`config.mk`:
```
export PLATFORM = sky130hd
export DESIGN_NAME = oserdes_lane_tx
export DESIGN_NICKNAME = d
export VERILOG_FILES = /design/src/rtl/oserdes_lane_tx.sv
export SDC_FILE = /design/constraint.sdc
export NUM_CORES = 1
export LEC_CHECK = 0
export BUFFER_PORTS_ARGS = -buffer_cell sky130_fd_sc_hd__buf_2
export CORE_AREA = 8 8 61 63
export DETAILED_ROUTE_END_ITERATION = 12
export DIE_AREA = 0 0 69 71
export PLACE_DENSITY = 0.66
export SETUP_SLACK_MARGIN = 0.1
export SLEW_MARGIN = 10
export SYNTH_ARGS = -nofsm -noshare
export SYNTH_HDL_FRONTEND = slang
export SYNTH_SLANG_ARGS = --single-unit
```
`constraint.sdc`:
```
create_clock -name clk -period 2.1 [get_ports clk]
set_input_delay 0.105 -clock clk [delete_from_list [all_inputs] [get_ports clk]]
set_output_delay 0.105 -clock clk [all_outputs]
set_load 0.1 [all_outputs]
```
`src/rtl/oserdes_lane_tx.sv`:
```
// Multi-lane parallel-to-serial transmitter: LSB-first SDR/DDR slots, training
// pattern insertion and sticky underrun detection at word boundaries.
module oserdes_lane_tx #(
    parameter int               LANES         = 2,
    parameter int               WIDTH         = 8,
    parameter int               DDR           = 1,
    parameter int               IDLE_TRISTATE = 1,
    parameter logic [WIDTH-1:0] TRAIN_PATTERN = WIDTH'(8'h5C)
) (
    input  logic                   clk,
    input  logic                   rst,
    input  logic [LANES*WIDTH-1:0] in_data,
    input  logic                   in_valid,
    output logic                   in_ready,
    input  logic                   train_en,
    output logic [LANES-1:0]       o_rise,
    output logic [LANES-1:0]       o_fall,
    output logic [LANES-1:0]       tq,
    output logic                   underrun
);
    localparam int BPC   = (DDR != 0) ? 2 : 1;
    localparam int SLOTS = WIDTH / BPC;
    localparam int SW    = (SLOTS > 1) ? $clog2(SLOTS) : 1;
    localparam logic [SW-1:0]    LAST    = SW'(SLOTS - 1);
    localparam logic [LANES-1:0] TQ_IDLE = (IDLE_TRISTATE != 0) ? {LANES{1'b1}} : {LANES{1'b0}};

    typedef enum logic [1:0] {S_IDLE, S_RUN, S_TRAIN} state_t;

    state_t                 state_q, state_d;
    logic [SW-1:0]          slot_q, slot_d;
    logic [LANES*WIDTH-1:0] word_q, word_d;
    logic [LANES*WIDTH-1:0] src;
    logic [LANES-1:0]       rise_q, rise_d, fall_q, fall_d, tq_q, tq_d;
    logic                   underrun_q, underrun_d;
    logic                   boundary, accept;

    // A word boundary is any idle cycle or the last slot of a word/pattern.
    assign boundary = (state_q == S_IDLE) || (slot_q == LAST);
    assign in_ready = !rst && !train_en && boundary;
    assign accept   = in_valid && in_ready;

    always_comb begin
        state_d    = state_q;
        slot_d     = slot_q;
        word_d     = word_q;
        underrun_d = underrun_q;
        if (!boundary) begin
            slot_d = slot_q + 1'b1;
        end else if (train_en) begin
            state_d = S_TRAIN;
            slot_d  = '0;
        end else if (accept) begin
            state_d = S_RUN;
            slot_d  = '0;
            word_d  = in_data;
        end else begin
            state_d = S_IDLE;
            slot_d  = '0;
            if (state_q == S_RUN) underrun_d = 1'b1;
        end
    end

    // Output bits are decoded from the next state so they leave flops aligned with the slot.
    assign src  = (state_d == S_TRAIN) ? {LANES{TRAIN_PATTERN}} : word_d;
    assign tq_d = (state_d == S_IDLE) ? TQ_IDLE : '0;

    for (genvar k = 0; k < LANES; k++) begin : g_lane
        assign rise_d[k] = (state_d == S_IDLE) ? 1'b0 : src[k*WIDTH + BPC*int'(slot_d)];
        if (DDR != 0) begin : g_ddr
            assign fall_d[k] = (state_d == S_IDLE) ? 1'b0 : src[k*WIDTH + 2*int'(slot_d) + 1];
        end else begin : g_sdr
            assign fall_d[k] = rise_d[k];
        end
    end

    always_ff @(posedge clk) begin
        if (rst) begin
            state_q    <= S_IDLE;
            slot_q     <= '0;
            word_q     <= '0;
            rise_q     <= '0;
            fall_q     <= '0;
            tq_q       <= TQ_IDLE;
            underrun_q <= 1'b0;
        end else begin
            state_q    <= state_d;
            slot_q     <= slot_d;
            word_q     <= word_d;
            rise_q     <= rise_d;
            fall_q     <= fall_d;
            tq_q       <= tq_d;
            underrun_q <= underrun_d;
        end
    end

    assign o_rise   = rise_q;
    assign o_fall   = fall_q;
    assign tq       = tq_q;
    assign underrun = underrun_q;
endmodule

```
# Word-level counts from Yosys, hierarchy flattened
# Cells that the tools add are included.
dict set report classes {
  addsub 4
  order_cmp 4
  eq_ne 3
  mux 20
  n_bitwise 2
  n_reduce_logical 10
}
# op count
set op_table {}
lappend op_table {{$mux 16} 4}
lappend op_table {{$lt 32x6->1 const B} 1}
lappend op_table {{$bmux 1 s4} 3}
lappend op_table {{$mux 1} 8}
lappend op_table {{$mux 2} 4}
lappend op_table {{$add 5x1->6 const B} 1}
lappend op_table {{$lt 6x5->1 const B} 1}
lappend op_table {{$add 4x3->5 const A} 1}
lappend op_table {{$lt 3x5->1 const B} 1}
lappend op_table {{$lt 4x5->1 const B} 1}
lappend op_table {{$add 3x1->4 const B} 1}
lappend op_table {{$eq 2x2->1 const B} 2}
lappend op_table {{$logic_not 2->1} 2}
lappend op_table {{$reduce_and 4->1} 1}
lappend op_table {{$logic_and 1x1->1} 3}
lappend op_table {{$add 2x1->2 const B} 1}
lappend op_table {{$bmux 1 s2} 1}
lappend op_table {{$eq 2x1->1 const B} 1}
lappend op_table {{$logic_not 1->1} 2}
lappend op_table {{$not 1->1} 2}
lappend op_table {{$reduce_or 2->1} 1}
lappend op_table {{$logic_or 1x1->1} 1}
dict set report totals {
  reg_bits 27
  input_bits 20
  out_inout_bits 8
  word_cells 50
}

# Depth between registers and ports, before layout
# Gate-level depths: netlist of the first run.
dict set report logic_depth {
  ltp_word 12
  ltp_mapped 7
  mapped_depth_nobuf 5
}

# Worst setup path after synthesis of the first run
# No wires, ideal clock.
dict set report synth_path {
  path_type {reg2out}
  startpoint {register slot_q[0]}
  endpoint {output port in_ready}
  t_arrival_ns 2.834
  t_required_ns 1.995
  path_slack_ns -0.839
  path_stages_with_launch 5
  path_cell_list {dfxtp_1 > ha_1 > o21ba_1 > buf_6 > nor3_1}
}
dict set report synth_via {
  elab_chain_len 3
}
# item line_no
set synth_lines {}
lappend synth_lines {{from (decl)} 30} ;# logic [SW-1:0] slot_q, slot_d;
lappend synth_lines {{from (signal assigned)} 87} ;# slot_q <= slot_d;
lappend synth_lines {{$eq 2x2->1} 38} ;# assign boundary = (state_q == S_IDLE) || (slot_q == LAST);
lappend synth_lines {{$logic_or 1x1->1} 38}
lappend synth_lines {{$logic_and 1x1->1} 39} ;# assign in_ready = !rst && !train_en && boundary;
lappend synth_lines {{to (decl)} 14} ;# output logic in_ready,
# Every way passes these cells.

# Worst setup path in the final report of the first run
# Same ends and word-level chain as after synthesis.

==> results of run 1 <==
-- layout make-up --
| cell class | count | area [µm²] | share of cell area |
|---|---|---|---|
| Clock buffer | 3 | 22.5 | 0.0154 |
| Multi-Input combinational cell | 98 | 589 | 0.402 |
| Inverter | 6 | 22.5 | 0.0154 |
| Timing Repair Buffer | 38 | 240 | 0.164 |
| Tap cell | 33 | 41.3 | 0.0282 |
| Sequential cell | 26 | 520 | 0.355 |
| Clock inverter | 1 | 30.0 | 0.0205 |
-- registers in the layout, indices dropped and copies added (netlist names) --
register and flops:
o_fall 2, underrun 1, word_q 16, tq 1
slot_q 2, state_q 2, o_rise 2
-- repair_timing --
item                                    CTS  global route
endpoints found under the setup margin    0             1
endpoints found under the hold margin     7             1
resized for setup                         0             2
buffers inserted                          0             0
hold buffers                              7             1
-- stage by stage --
step	util	cells
after floorplan	-	139
after global placement	0.467	193
after detailed placement	0.467	193
after CTS	0.510	204
after global routing	0.514	205
final	0.514	205
-- per-layer routing --
layer	routed length (µm)	GRT usage	up-vias
met4	30	0.0547	0
li1	-	-	547
met1	1200	0.129	496
met2	1410	0.207	29
met3	133	0.0252	4
met5	0	0	-
-- worst max-delay path: cells and delay by family, from the launching register on --
| family | cells | cell delay (ns) |
|---|---|---|
| AOI/OAI and AO/OA | 1 | 0.51 |
| adders and majority gates | 1 | 0.26 |
| buffers and inverters | 1 | 0.24 |
| DFF | 1 | 0.34 |
| and+or+nand+nor | 1 | 0.05 |
-- synthesized netlist by cell type (3+ instances only) --
cell and n:
a21boi_0 4, o21ai_0 6, o21a_1 4, o21ai_1 3
clkbuf_1 3, and3_1 4, nor2b_1 3, a21oi_1 23
dfxtp_1 26, inv_1 6, nor2_1 3, nand2_1 27
-- cells by family (layout without fill, tap and decap cells) --
group           after synthesis  after routing  share of synthesized area
simple gates                 44             44                      0.180
flops                        26             26                      0.441
fa+ha+maj                     1              1                     0.0106
compound gates               50             50                      0.271
mux                           3              3                     0.0276
buf+inv                      15             48                     0.0689
-- where the power goes --
part | internal (mW) | switching, mW | leakage [nW]
clock network | 0.193 | 0.149 | 0.0279
logic | 0.0707 | 0.161 | 0.356
registers | 0.515 | 0.0107 | 0.212
total | 0.779 | 0.321 | 0.595
-- worst paths after layout --
check	end	slack, ns
worst max-delay path	in_ready	0.27
worst min-delay path	word_q[7]	0.004
worst max register to register	o_rise[0]	0.37
worst min register to register	word_q[7]	0.46
==> out/metrics.yaml, run 1 <==
outcome: "complete, no violations"
async_reset_ff_frac: 0
r2r_cells: 5
hold_start: "in_data[7]"
fmax_mhz: 547
synth_nets: 160
power_mw: 1.10
place_ws_ns: 0.430
htreeDepth: 1
cellPowerDensity_nw_per_um2: 750
crit_path_top_delay_cell: "o21ba_1"
cts_sinks: 26
synthTopCellsByArea: "dfxtp_1 (44%), a21oi_1 (9.8%), nand2_1 (8.6%)"
maxSlewViolCount: 0
crit_arrival_ns: 1.72
avgViaCountPerCell: 5.25
synth_largest_area_cell: "dfxtp_1"
drt-total-wl_um: 2770
path_class: "flop to output pin"
cts.path.max_buffers: 2
drt_iter0_drc: 36
synth_area_um2: 1180
dieArea_um2: 4900
final_nets: 194
finalSetupViolCount: 0
synth_edf_count: 0
cpPeakStageDelay_ns: 0.51
hold_depth: 3
vias: 1076
start_util: 0.414
grt_pass1_vias: 1093
root_buffer: "clkbuf_4"
syn_inst: 139
vdd_ir_drop_max_uv: 481
drc_errors: 0
grt_max_degree: 22
place_area_um2: 1330
synth_ff_type: "dfxtp_1"
period_share: 0.871
hold_ws_ns: 0.00357
gp_congestion: 0.891
grt.overflow.total: 0
p_leak_nw: 0.595
ant_nets: 0
final_common_cell: "nand2_1"
fin_skew_ns: 0.00211
syn_area_per_cell_um2: 8.49
dpl.hpwl_um: 2080
final_hold_viol_count: 0
die_h_um: 71
numPortBuffers: 27
syn2layout_area_growth_pct: 24.3
worstMarginPinSlew_ns: 0.488
clk_latency_ns: 0.32
row_count: 20
min_period_ns: 1.83
clk_pin_slew_ns: 0.14
yosys_warnings: 0
final_cell_mix: "nand2_1 (27), buf_2 (26), dfxtp_1 (26), a21oi_1 (23), dlygate4sd3_1 (8)"
relSlewSlack: 0.677
rsz0062_at_grt: "no"
grt_pass1_wl_um: 4800
antenna_found_initial: 0
numCtsBuffers: 3
worstSetupEndpointType: "output pin"
seq_area_frac_synth: 0.441
fin_ws_ns: 0.270
diodes: 0
pin_count: 28
path_cells: "ha_1 > o21ba_1 > nor3_4 > buf_4"
wl_per_cell_um: 13.5
reg2reg_from: "slot_q[0]"
drt_first_pass_iters: 4
ys_types: 33
cp-start-kind: "flop"
grt_usage: 0.117
core_um2: 2850
min_path_type: "primary input to flop"
cp.required_ns: 2.00
startpoint: "slot_q[0]"
drive_gt1_frac: 0.233
critPathMaxFanout: 10
tritoncts: "yes"
nFillCells: 286
yosys.area.top_type_share: 0.441
setup_tns_ns: 0
die_w_um: 69
design_area_um2: 1470
maxCapViolCount: 0
synth_seq_cells: 26
Power figures use the tool's default switching activity.
==> inputs of run 2 (changes only) <==
CELL_PAD_IN_SITES_DETAIL_PLACEMENT = 1   (was default)
CELL_PAD_IN_SITES_GLOBAL_PLACEMENT = 2   (was default)
CORE_AREA = 8 8 72 74   (was 8 8 61 63)
DIE_AREA = 0 0 80 82   (was 0 0 69 71)
PLACE_DENSITY = default   (was 0.66)
PLACE_DENSITY_LB_ADDON = 0.1   (was default)
==> out/metrics.yaml, run 2 (synthesized netlist as in run 1, its figures left out) <==
outcome: "complete, no violations"
drt_iter0_drc: 37  # +2.8%
ant_nets: 0  # unchanged
antenna_found_initial: 0  # unchanged
min_path_type: "primary input to flop"
hold_buffers: 0  # -7
period_share: 0.838  # -0.0332
grt_pass1_wl_um: 5560  # +16%
cp-start-kind: "flop"
core_um2: 4140  # +45%
row_count: 24  # +20%
final_cell_mix: "nand2_1 (27), buf_2 (26), dfxtp_1 (26), a21oi_1 (23)"
root_buffer: "clkbuf_8"
worstMarginPinSlew_ns: 0.497  # +0.00892 ns
grt_pass1_vias: 1132  # +3.6%
relSlewSlack: 0.671  # -0.00591
drc_errors: 0  # unchanged
cellPowerDensity_nw_per_um2: 722  # -3.8%
start_util: 0.285  # -0.129
die_h_um: 82  # +15%
fin_skew_ns: 0.00336  # +0.00125 ns
hold_ws_ns: 0.0725  # +0.0689 ns
rsz0062_at_grt: "no"
setup_tns_ns: 0  # unchanged
top_register: "word_q"
hold_depth: 3  # unchanged
path_cells: "ha_1 > o21ba_1 > buf_4 > nor3_4 > buf_12"
design_area_um2: 1430  # -2.5%
wl_per_cell_um: 15.3  # +13%
crit_arrival_ns: 1.66  # -0.06 ns
clk_pin_slew_ns: 0.08  # -0.06 ns
drive_gt1_frac: 0.255  # +0.0220
htreeDepth: 1  # unchanged
avgViaCountPerCell: 4.83  # -8.0%
dp.cells: 214  # +11%
final_nets: 188  # -3.1%
maxSlewViolCount: 0  # unchanged
cpPeakStageDelay_ns: 0.39  # -0.12 ns
final_common_cell: "nand2_1"
dieArea_um2: 6560  # +34%
grt_max_degree: 22  # unchanged
path_class: "flop to output pin"
p_leak_nw: 0.572  # -4.0%
drt-total-wl_um: 3310  # +19%
path_buf_inv: 2  # +1
gp_congestion: 0.748  # -16%
die_w_um: 80  # +16%
drt_first_pass_iters: 4  # unchanged
finalSetupViolCount: 0  # unchanged
cts_sinks: 26  # unchanged
grt_usage: 0.108  # -0.00910
crit_path_top_delay_cell: "o21ba_1"
critPathMaxFanout: 9  # -1
min_period_ns: 1.76  # -0.0697 ns
cp_top_family: "compound AO/OA/AOI/OAI gates"
vdd_ir_drop_max_uv: 223  # -54%
cts_setup_buffers: 0  # unchanged
final_hold_viol_count: 0  # unchanged
diodes: 0  # unchanged
clk_latency_ns: 0.26  # -0.06 ns
vias: 1048  # -2.6%
tritoncts: "yes"
cp.required_ns: 2.00  # about the same
dpl.hpwl_um: 2590  # +25%
r2r_cells: 5  # unchanged
place_area_um2: 1390  # +4.0%
fmax_mhz: 568  # +4.0%
final-instance-count-excl-fill: 217  # +5.9%
numPortBuffers: 27  # unchanged
largest_register_ffs: 16  # unchanged
grt.overflow.total: 0  # unchanged
maxCapViolCount: 0  # unchanged
pin_count: 28  # unchanged
path_depth: 5  # +1
syn2layout_area_growth_pct: 21.2
worstSetupEndpointType: "output pin"
cts.path.max_buffers: 2  # unchanged
numCtsBuffers: 3  # unchanged
==> run 2: final timing paths <==
kind | start | slack, ns | to
max | slot_q[0] | 0.34 | in_ready
min | in_data[12] | 0.07 | word_q[12]
max reg2reg | slot_q[1] | 0.43 | o_fall[1]
min reg2reg | word_q[10] | 0.46 | word_q[10]
==> run 2: area by class of cell <==
type	count	area, µm²
Multi-Input combinational cell	98	593
Fill cell	514	2710
Sequential cell	26	520
Inverter	6	22.5
Timing Repair Buffer	32	188
Clock buffer	3	41.3
Tap cell	52	65.1
==> run 2: per-layer routing <==
metal	vias up	track usage	wire (µm)
met3	2	0.0252	117
met5	-	0	0
li1	532	-	-
met2	12	0.177	1580
met1	502	0.134	1590
met4	0	0.0382	24
==> run 2: worst register-to-register path: cells and delay by family, from the launching register on <==
kind / cells / cell delay [ns]
compound gates: 4 / 1.00
fa+ha+maj: 1 / 0.24
flops: 1 / 0.35
==> run 2: timing repair <==
action,CTS,global route
gates resized for setup,0,1
endpoints found under the hold margin,0,0
endpoints found under the setup margin,0,1
==> run 2: power breakdown <==
group / leakage (nW) / internal, mW / total, mW / switching [mW]
logic: 0.338 / 0.0664 / 0.231 / 0.165
registers: 0.212 / 0.514 / 0.526 / 0.0116
clock network: 0.0216 / 0.128 / 0.275 / 0.147
==> run 2: metrics by stage <==
step / setup slack (ns) / power [mW] / utilization
final: 0.340 / 1.03 / 0.345
after global routing: 0.216 / 1.09 / 0.345
after CTS: 0.307 / 1.06 / 0.344
after detailed placement: 0.326 / 0.770 / 0.334
after global placement: 0.349 / 0.768 / 0.334
after floorplan: 0.450 / 0.708 / -
